**src/rtl/alu_seq_exec_if.sv**
```systemverilog
// Request/response bundle between the issue stage, alu_seq_exec and writeback.
// master = initiator/consumer side, slave = execution unit side.
interface alu_seq_exec_if #(
   parameter int WIDTH = 64
);
   logic             in_valid;
   logic             in_ready;
   logic [WIDTH-1:0] a_in;
   logic [WIDTH-1:0] b_in;
   logic [2:0]       select;
   logic             out_valid;
   logic             out_ready;
   logic [WIDTH-1:0] result;
   logic             zero;
   logic             overflow;

   modport master (
      output in_valid, a_in, b_in, select, out_ready,
      input  in_ready, out_valid, result, zero, overflow
   );

   modport slave (
      input  in_valid, a_in, b_in, select, out_ready,
      output in_ready, out_valid, result, zero, overflow
   );
endinterface

```
**src/rtl/alu_seq_exec.sv**
```systemverilog
// Handshaked execution unit: add/sub/and/or/NOP in one cycle, unsigned
// multiply (shift-add) and unsigned divide (restoring) one bit per cycle.
// One operation in flight; the result is held until writeback takes it.
module alu_seq_exec #(
   parameter int WIDTH = 64
) (
   input  logic          clk,
   input  logic          rst_n,
   alu_seq_exec_if.slave bus
);

   localparam int CW = $clog2(WIDTH) + 1;

   typedef enum logic [1:0] {
      IDLE = 2'd0,
      MUL  = 2'd1,
      DIV  = 2'd2,
      DONE = 2'd3
   } state_t;

   typedef enum logic [2:0] {
      OP_NOP0 = 3'd0,
      OP_ADD  = 3'd1,
      OP_SUB  = 3'd2,
      OP_MUL  = 3'd3,
      OP_DIV  = 3'd4,
      OP_AND  = 3'd5,
      OP_OR   = 3'd6,
      OP_NOP7 = 3'd7
   } op_t;

   state_t             state, state_n;

   logic [WIDTH-1:0]   result_q, result_d;
   logic               zero_q, zero_d;
   logic               ovf_q, ovf_d;
   logic [CW-1:0]      cnt_q, cnt_d;

   // multiply datapath: multiplicand shifts left, multiplier shifts right
   logic [2*WIDTH-1:0] mcand_q, mcand_d;
   logic [2*WIDTH-1:0] acc_q, acc_d;
   logic [WIDTH-1:0]   mplier_q, mplier_d;

   // divide datapath: dividend shifts out MSB first, quotient shifts in
   logic [WIDTH-1:0]   dvd_q, dvd_d;
   logic [WIDTH-1:0]   dvs_q, dvs_d;
   logic [WIDTH-1:0]   rem_q, rem_d;

   // single-cycle operation results
   logic [WIDTH-1:0]   sum, diff;
   logic               add_ovf, sub_ovf;

   // one iteration of each multi-cycle algorithm
   logic [2*WIDTH-1:0] acc_step;
   logic [WIDTH:0]     rem_shift, rem_diff;
   logic               q_bit;
   logic [WIDTH-1:0]   rem_step, dvd_step;
   logic               last_step;

   assign sum     = bus.a_in + bus.b_in;
   assign diff    = bus.a_in - bus.b_in;
   assign add_ovf = (bus.a_in[WIDTH-1] == bus.b_in[WIDTH-1]) && (sum[WIDTH-1] != bus.a_in[WIDTH-1]);
   assign sub_ovf = (bus.a_in[WIDTH-1] != bus.b_in[WIDTH-1]) && (diff[WIDTH-1] != bus.a_in[WIDTH-1]);

   assign acc_step  = acc_q + (mplier_q[0] ? mcand_q : '0);
   assign rem_shift = {rem_q, dvd_q[WIDTH-1]};
   assign rem_diff  = rem_shift - {1'b0, dvs_q};
   assign q_bit     = ~rem_diff[WIDTH];   // no borrow: divisor fits
   assign rem_step  = q_bit ? rem_diff[WIDTH-1:0] : rem_shift[WIDTH-1:0];
   assign dvd_step  = {dvd_q[WIDTH-2:0], q_bit};
   assign last_step = (cnt_q == CW'(WIDTH - 1));

   assign bus.in_ready  = (state == IDLE);
   assign bus.out_valid = (state == DONE);
   assign bus.result    = result_q;
   assign bus.zero      = zero_q;
   assign bus.overflow  = ovf_q;

   // State register.
   always_ff @(posedge clk or negedge rst_n) begin
      // NOTE: sequential state uses non-blocking assignments so every register
      // samples the pre-edge values, independent of block evaluation order.
      if (!rst_n) state <= IDLE;
      else        state <= state_n;
   end

   // Next-state and datapath next values.
   always_comb begin
      // NOTE: every output of this block gets a default first; a path that
      // leaves one unassigned would otherwise infer a latch.
      state_n  = state;
      result_d = result_q;
      zero_d   = zero_q;
      ovf_d    = ovf_q;
      cnt_d    = cnt_q;
      mcand_d  = mcand_q;
      acc_d    = acc_q;
      mplier_d = mplier_q;
      dvd_d    = dvd_q;
      dvs_d    = dvs_q;
      rem_d    = rem_q;

      case (state)
         IDLE: begin
            if (bus.in_valid) begin
               state_n = DONE;
               ovf_d   = 1'b0;
               case (op_t'(bus.select))
                  OP_ADD: begin
                     result_d = sum;
                     ovf_d    = add_ovf;
                  end
                  OP_SUB: begin
                     result_d = diff;
                     ovf_d    = sub_ovf;
                  end
                  OP_AND:  result_d = bus.a_in & bus.b_in;
                  OP_OR:   result_d = bus.a_in | bus.b_in;
                  OP_MUL: begin
                     mcand_d  = {{WIDTH{1'b0}}, bus.a_in};
                     mplier_d = bus.b_in;
                     acc_d    = '0;
                     cnt_d    = '0;
                     state_n  = MUL;
                  end
                  OP_DIV: begin
                     if (bus.b_in == '0) begin
                        result_d = '1;
                        ovf_d    = 1'b1;
                     end else begin
                        dvd_d   = bus.a_in;
                        dvs_d   = bus.b_in;
                        rem_d   = '0;
                        cnt_d   = '0;
                        state_n = DIV;
                     end
                  end
                  default: result_d = '0;   // NOP
               endcase
               zero_d = (result_d == '0);
            end
         end

         MUL: begin
            acc_d    = acc_step;
            mcand_d  = mcand_q << 1;
            mplier_d = mplier_q >> 1;
            cnt_d    = cnt_q + CW'(1);
            if (last_step) begin
               result_d = acc_step[WIDTH-1:0];
               zero_d   = (acc_step[WIDTH-1:0] == '0);
               ovf_d    = |acc_step[2*WIDTH-1:WIDTH];
               state_n  = DONE;
            end
         end

         DIV: begin
            rem_d = rem_step;
            dvd_d = dvd_step;
            cnt_d = cnt_q + CW'(1);
            if (last_step) begin
               result_d = dvd_step;
               zero_d   = (dvd_step == '0);
               ovf_d    = 1'b0;
               state_n  = DONE;
            end
         end

         DONE: begin
            if (bus.out_ready) state_n = IDLE;
         end

         default: state_n = IDLE;
      endcase
   end

   // Datapath and response registers.
   always_ff @(posedge clk or negedge rst_n) begin
      // NOTE: datapath registers are reset as well so an aborted operation
      // leaves no stale operands or partial results behind.
      if (!rst_n) begin
         result_q <= '0;
         zero_q   <= 1'b0;
         ovf_q    <= 1'b0;
         cnt_q    <= '0;
         mcand_q  <= '0;
         acc_q    <= '0;
         mplier_q <= '0;
         dvd_q    <= '0;
         dvs_q    <= '0;
         rem_q    <= '0;
      end else begin
         result_q <= result_d;
         zero_q   <= zero_d;
         ovf_q    <= ovf_d;
         cnt_q    <= cnt_d;
         mcand_q  <= mcand_d;
         acc_q    <= acc_d;
         mplier_q <= mplier_d;
         dvd_q    <= dvd_d;
         dvs_q    <= dvs_d;
         rem_q    <= rem_d;
      end
   end

endmodule

```
**src/flat_wrapper.sv**
```systemverilog
// flat-port wrapper written by rule: the top's interface ports become plain ports
module alu_seq_exec_flat 
#(
   parameter int WIDTH = 64
)
  (clk, rst_n, bus_in_valid, bus_a_in, bus_b_in, bus_select, bus_out_ready, bus_in_ready, bus_out_valid, bus_result, bus_zero, bus_overflow);
  alu_seq_exec_if #(.WIDTH(WIDTH)) bus_i ();
  input  logic clk;
  input  logic rst_n;
  input wire logic [$bits(bus_i.in_valid)-1:0] bus_in_valid;
  input wire logic [$bits(bus_i.a_in)-1:0] bus_a_in;
  input wire logic [$bits(bus_i.b_in)-1:0] bus_b_in;
  input wire logic [$bits(bus_i.select)-1:0] bus_select;
  input wire logic [$bits(bus_i.out_ready)-1:0] bus_out_ready;
  output wire logic [$bits(bus_i.in_ready)-1:0] bus_in_ready;
  output wire logic [$bits(bus_i.out_valid)-1:0] bus_out_valid;
  output wire logic [$bits(bus_i.result)-1:0] bus_result;
  output wire logic [$bits(bus_i.zero)-1:0] bus_zero;
  output wire logic [$bits(bus_i.overflow)-1:0] bus_overflow;
  assign bus_i.in_valid = bus_in_valid;
  assign bus_i.a_in = bus_a_in;
  assign bus_i.b_in = bus_b_in;
  assign bus_i.select = bus_select;
  assign bus_i.out_ready = bus_out_ready;
  assign bus_in_ready = bus_i.in_ready;
  assign bus_out_valid = bus_i.out_valid;
  assign bus_result = bus_i.result;
  assign bus_zero = bus_i.zero;
  assign bus_overflow = bus_i.overflow;
  alu_seq_exec #(.WIDTH(WIDTH)) u_core (.clk(clk), .rst_n(rst_n), .bus(bus_i));
endmodule
```
**config.mk**
```make
export PLATFORM = sky130hd
export DESIGN_NAME = alu_seq_exec_flat
export DESIGN_NICKNAME = d
export VERILOG_FILES = /design/src/rtl/alu_seq_exec_if.sv /design/src/rtl/alu_seq_exec.sv /design/src/flat_wrapper.sv
export SDC_FILE = /design/constraint.sdc
export NUM_CORES = 2
export LEC_CHECK = 0
export CORE_ASPECT_RATIO = 2
export CORE_MARGIN = 2
export CORE_UTILIZATION = 41
export DETAILED_ROUTE_END_ITERATION = 10
export PLACE_DENSITY = 0.58
export RECOVER_POWER = 50
export REMOVE_ABC_BUFFERS = 1
export SLEW_MARGIN = 20
export SYNTH_ARGS = -nofsm -noshare
export SYNTH_HDL_FRONTEND = slang
export SYNTH_SLANG_ARGS = --single-unit
```
**constraint.sdc**
```tcl
create_clock -name clk -period 10 [get_ports clk]
set_clock_uncertainty 0.1 [all_clocks]
set_input_delay 2 -clock clk [delete_from_list [all_inputs] [get_ports clk]]
set_output_delay 2 -clock clk [all_outputs]
set_load 0.005 [all_outputs]
```
# ---- Yosys cells after proc, flatten, opt, wreduce, memory -nomap -nowiden
# Cells that the tools add are included.
dict set report totals {
  ff_bits 587
  in_bits 135
  out_inout_bits 68
  word_cells 110
}
dict set report op_classes {
  add_sub_neg 5
  n_eq_ne 24
  mux 47
  n_bitwise 4
  reduce_logical 19
}
# operator n
set op_table {}
lappend op_table {{$mux 64} 15}
lappend op_table {{$mux 128} 5}
lappend op_table {{$pmux 128 s2} 2}
lappend op_table {{$pmux 64 s2} 3}
lappend op_table {{$pmux 64 s6} 1}
lappend op_table {{$logic_not 64->1} 4}
lappend op_table {{$pmux 64 s3} 1}
lappend op_table {{$add 128x128->128} 1}
lappend op_table {{$sub 65x64->65} 1}
lappend op_table {{$add 64x64->64} 1}
lappend op_table {{$and 64x64->64} 1}
lappend op_table {{$or 64x64->64} 1}
lappend op_table {{$reduce_or 64->1} 1}
lappend op_table {{$sub 64x64->64} 1}
lappend op_table {{$pmux 7 s2} 2}
lappend op_table {{$reduce_and 4->1} 4}
lappend op_table {{$mux 7} 2}
lappend op_table {{$ne 2x1->1 const B} 5}
lappend op_table {{$eq 3x3->1 const B} 3}
lappend op_table {{$pmux 1 s3} 3}
lappend op_table {{$mux 1} 8}
lappend op_table {{$add 7x1->7 const B} 1}
lappend op_table {{$eq 7x6->1 const B} 1}
lappend op_table {{$eq 3x2->1 const B} 2}
lappend op_table {{18 further kinds} 30}

# ---- Depth between registers and ports, before layout
dict set report logic_depth {
  word_depth 8
  depth_mapped 20
  ltp_nobuf 18
}

# ---- Worst setup path before layout
# No wires, ideal clock.
dict set report synth_timing {
  path_type {input to register}
  startpoint {in bus_b_in[0]}
  endpoint {reg u_core.zero_q (netlist: u_core.bus.zero)}
  setup_ns 0.080
  arrival_ns 5.813
  required_time_ns 9.820
  path_slack_ns 4.007
  stages 17
  n_path_buf 0
  cell_sequence {ha_1 -> inv_1 -> fa_1 -> and2b_1 -> o2111ai_1 -> a2111oi_4 -> o211ai_1 -> nand3_1 -> a31oi_1 -> o211a_1 -> or2_1 -> a221oi_1 -> o21ai_0 -> or4b_2 -> nor4_1 -> nand4_1 -> o211ai_2}
}
dict set report synth_via {
  elab_chain_cells 8
  elab_cells_between_ends 12
  cone_classes {add/sub: 2; mux: 6; bitwise: 2; reduce/logical: 2}
}
# item line_no
set synth_rtl {}
lappend synth_rtl {{from (decl)} flat_wrapper.sv:12} ;# input wire logic [$bits(bus_i.b_in)-1:0] bus_b_in;
lappend synth_rtl {{parallel branches: the longest is 2 deep, another holds $sub 64x64->64} n/a}
lappend synth_rtl {{$pmux 64 s6 *} alu_seq_exec.sv:108} ;# case (op_t'(bus.select))
lappend synth_rtl {{$mux 64 *} alu_seq_exec.sv:105} ;# if (bus.in_valid) begin
lappend synth_rtl {{$mux 64 *} alu_seq_exec.sv:103} ;# case (state)
lappend synth_rtl {{$logic_not 64->1 *} alu_seq_exec.sv:140} ;# zero_d = (result_d == '0);
lappend synth_rtl {{$mux 1 *} alu_seq_exec.sv:105}
lappend synth_rtl {{$pmux 1 s3 *} alu_seq_exec.sv:103}
lappend synth_rtl {{to (signal assigned)} alu_seq_exec.sv:194} ;# zero_q <= zero_d;
lappend synth_rtl {{to (decl)} alu_seq_exec.sv:35} ;# logic zero_q, zero_d;
# Every way passes the cells marked *. The select of a mux whose other input is x is not followed.
# A chain may end at the register's enable or synchronous reset.

# ---- Worst setup path in the final report
dict set report layout_timing {
  startpoint {reg u_core.mplier_q[0]}
  endpoint {reg u_core.ovf_q (netlist: u_core.bus.overflow)}
}
dict set report layout_via {
  elab_chain_cells 5
}
# item line_no
set layout_rtl {}
lappend layout_rtl {{from (decl)} alu_seq_exec.sv:42} ;# logic [WIDTH-1:0] mplier_q, mplier_d;
lappend layout_rtl {{from (signal assigned)} alu_seq_exec.sv:199} ;# mplier_q <= mplier_d;
lappend layout_rtl {{$mux 128} alu_seq_exec.sv:65} ;# assign acc_step = acc_q + (mplier_q[0] ? mcand_q : '0);
lappend layout_rtl {{$add 128x128->128} alu_seq_exec.sv:65}
lappend layout_rtl {{$reduce_or 64->1} alu_seq_exec.sv:152} ;# ovf_d = |acc_step[2*WIDTH-1:WIDTH];
lappend layout_rtl {{$mux 1} alu_seq_exec.sv:149} ;# if (last_step) begin
lappend layout_rtl {{$pmux 1 s3} alu_seq_exec.sv:103}
lappend layout_rtl {{to (signal assigned)} alu_seq_exec.sv:195} ;# ovf_q <= ovf_d;
lappend layout_rtl {{to (decl)} alu_seq_exec.sv:36} ;# logic ovf_q, ovf_d;
# No other way between the ends. The select of a mux whose other input is x is not followed.

==> results.yml <==
outcome:
  status: "complete, but fails checks"
  violations: "max-capacitance violations, max-slew violations"
placement:
  gp_congestion: 1.13
  placed_area_um2: 55300
  port_buffers: 202
  hpwlAfterDp_um: 198000
  dp_cells: 8349
pwr:
  irDropWorstVdd_mv: 0.292
  power.share.clock: 0.189
  comb_power_share: 0.543
  switching_share: 0.492
  internal_power_mw: 7.49
  p_per_area_nw_per_um2: 256
  netSwitchingPower_mw: 7.27
  seqPwrFrac: 0.268
  p_leak_nw: 25.4
worst_hold_path:
  min_from: "u_core.mcand_q[127]$_DFFE_PN0P_"
  min_to: "u_core.mcand_q[127]$_DFFE_PN0P_"
  hold_depth: 2
  hold_class: "reg -> reg"
clock_tree:
  clock_sinks: 587
  ctsHoldBuffers: 0
  cts_tree: "yes"
  cts_resized: 0
  root_buffer: "clkbuf_16"
  clk_pin_slew_ps: 60
  h-tree-depth: 3
  clk_latency_ps: 710
  postCtsSetupRepairBufs: 0
  clock_path_buffers: 3
  cts_made_buffers: 66
die:
  std_cell_rows: 184
  die_area_um2: 130000
  die_w_um: 256
  coreArea_um2: 126000
  io_pins: 203
  dieHeight_um: 507
  start_util: 0.413
critical_path:
  cp_data_required_time_ps: 10500
  worstPathArrival_ps: 8580
  reg2reg_depth: 17
  path_max_fanout: 74
  r2r_slack_ps: 1920
  critPathLaunchType: "flip-flop"
  critical_path_class: "reg -> reg"
  critPathCaptureType: "flip-flop"
  reg2reg_from: "u_core.mplier_q[0]$_DFFE_PN0P_"
  timing.rr.end: "u_core.bus.overflow$_DFFE_PN0P_"
synthesis:
  synth_area_um2: 51900
  postSynthCellCount: 6815
  synth_edf_count: 0
  ys_types: 98
  synth_seq_cells: 587
  syn_avg_cell_area_um2: 7.62
  yosysWarnings: 0
  synth_flop_cell: "dfrtp_1"
  yosysSeqAreaShare: 0.283
  async_flop_share: 1.00
detailed_routing:
  via_per_inst: 6.29
  first_pass_iters: 8
  wire_per_inst_um: 29.9
  via_count: 53300
  drtIter0Drc: 4477
  totalWireLength_um: 254000
  ant_nets: 0
  drc: 0
finish:
  drive_gt1_frac: 0.0460
  final_cell_area_um2: 57700
  nNetsFinal: 7289
  finalNonFillerCells: 8482
  area_growth_pct: 11.2
  fillers: 12900
sta:
  rsz0062_at_grt: "false"
  tightestPinTransition_ps: 5070
  max_slew_margin: -2.38
  setup_viol: 0
  finalSetupTns_ps: 0
  finalCriticalPeriod_ps: 8080
  layout_worst_path_cycle_share: 0.808
  holdWs_ps: 372
  timing.fmax_mhz: 124
  drv_slew: 301
  hold_violations: 0
grt:
  grt_start_max_net_pins: 164
  grt_pass1_wl_um: 368000
  gr-usage-all-layers: 0.384
  gr-total-overflow: 0
  antenna_found_initial: 14
  grt_pass1_vias: 54400
flow_run:
  maxCapViolCount: 5
cells in the final DEF (no fill, tap or decap), types with 82 or more instances in the layout:
cell type,n
clkdlybuf4s50_1,165
nand2b_1,88
inv_1,322
o21ai_0,688
nor4_1,82
nand4_1,151
ha_1,401
nor3_1,84
a31oi_1,106
dfrtp_1,586
nand2_1,1015
a21oi_1,603
buf_4,89
and2_1,149
o21bai_1,89
xnor2_1,138
mux2i_1,204
a22o_1,87
a21o_1,124
nand3_1,162
nor2_1,470
flip-flops by register name, indices dropped and copies added (netlist names):
signal	count
u_core.acc_q	128
u_core.bus.overflow	1
u_core.bus.result	64
u_core.bus.zero	1
u_core.cnt_q	7
u_core.dvd_q	64
u_core.dvs_q	64
u_core.mcand_q	128
u_core.mplier_q	64
u_core.rem_q	64
u_core.state	2
kinds of logic (layout without fill, tap and decap cells):
group,after synthesis,in the layout,share of synthesized area
DFF,587,587,0.283
AOI/OAI and AO/OA,2240,2240,0.271
xor gates and xnor gates,217,217,0.0366
muxes,213,213,0.0413
adders and majority gates,408,408,0.0989
and+or+nand+nor,2386,2386,0.213
other,0,10,0
buffers and inverters,764,747,0.0562
worst max-delay path, cell delays in order (launching register included):
cell	delay, ps
dfrtp_4	990
buf_4	450
and2_1	190
ha_1	330
a21oi_1	270
o21ai_0	200
a221o_1	410
or3_1	560
a41o_1	530
a31o_2	430
a211oi_1	960
nor3_1	350
nor2_1	230
xor2_1	570
nand3_1	370
and4b_1	390
nand4_1	230
a41o_1	340
power groups by stage:
stage | Combinational [mW] | Sequential (mW) | Clock [mW]
finish | 8.01 | 3.95 | 2.80
detailed placement | 7.90 | 3.97 | 0
floorplan | 5.43 | 3.71 | 0
global route | 8.69 | 4.04 | 2.92
global placement | 7.84 | 3.96 | 0
CTS | 7.92 | 3.94 | 2.84
metrics by stage:
step / util / power (mW) / worst slack [ps]
2_1_floorplan: - / 9.15 / -33500
3_3_place_gp: 0.440 / 11.8 / 1850
3_5_place_dp: 0.440 / 11.9 / 1860
4_1_cts: 0.459 / 14.7 / 2390
5_1_grt: 0.459 / 15.7 / 1280
6_report: 0.459 / 14.8 / 1920
synth_stat cells (all sizes together), types with 87 or more instances:
master  instances  share of area
ha            404          0.097
a31oi         106          0.013
mux2i         205          0.040
nand2b         91          0.011
a22o           87          0.015
nand2        1016          0.073
nor4           92          0.011
nor2          472          0.034
a21oi         604          0.058
nand3         162          0.016
a21o          125          0.018
dfrtp         587           0.28
clkbuf        374          0.027
o21bai         89          0.013
xnor2         140          0.024
nand4         151          0.018
and2          152          0.018
inv           323          0.023
o21ai         705          0.068
worst max-delay path by stage:
| stage | start | to | slack, ps | cells past startpoint |
|---|---|---|---|---|
| after floorplan | u_core.state[1]$_DFFE_PN0P_ | u_core.acc_q[121]$_DFFE_PN0P_ | -33500 | 4 |
| after global placement | bus_b_in[23] | u_core.bus.zero$_DFFE_PN0P_ | 1850 | 16 |
| after detailed placement | bus_b_in[2] | u_core.bus.zero$_DFFE_PN0P_ | 1860 | 17 |
| after CTS | u_core.mplier_q[0]$_DFFE_PN0P_ | u_core.bus.overflow$_DFFE_PN0P_ | 2390 | 19 |
| after global routing | rst_n | u_core.bus.result[17]$_DFFE_PN0P_ | 1280 | 2 |
| final | u_core.mplier_q[0]$_DFFE_PN0P_ | u_core.bus.overflow$_DFFE_PN0P_ | 1920 | 17 |
per-layer routing:
layer	wire [um]	vias to the layer above	track usage
met5	56	-	0
li1	-	24400	-
met2	127000	2123	0.689
met1	84000	25800	0.366
met4	29400	8	0.366
met3	13700	976	0.0724
final cells by class:
class / count / area [um^2] / area share
multi-input cells: 5464 / 34500 / 0.598
flip-flops and latches: 587 / 14700 / 0.255
repair buffers: 300 / 2810 / 0.0487
well taps: 1674 / 2090 / 0.0363
clock buffers: 86 / 1840 / 0.0318
inverters: 327 / 1230 / 0.0213
clock inverters: 34 / 517 / 0.00895
diodes: 10 / 25.0 / 0.000434
(Power assumes the default switching activity.)
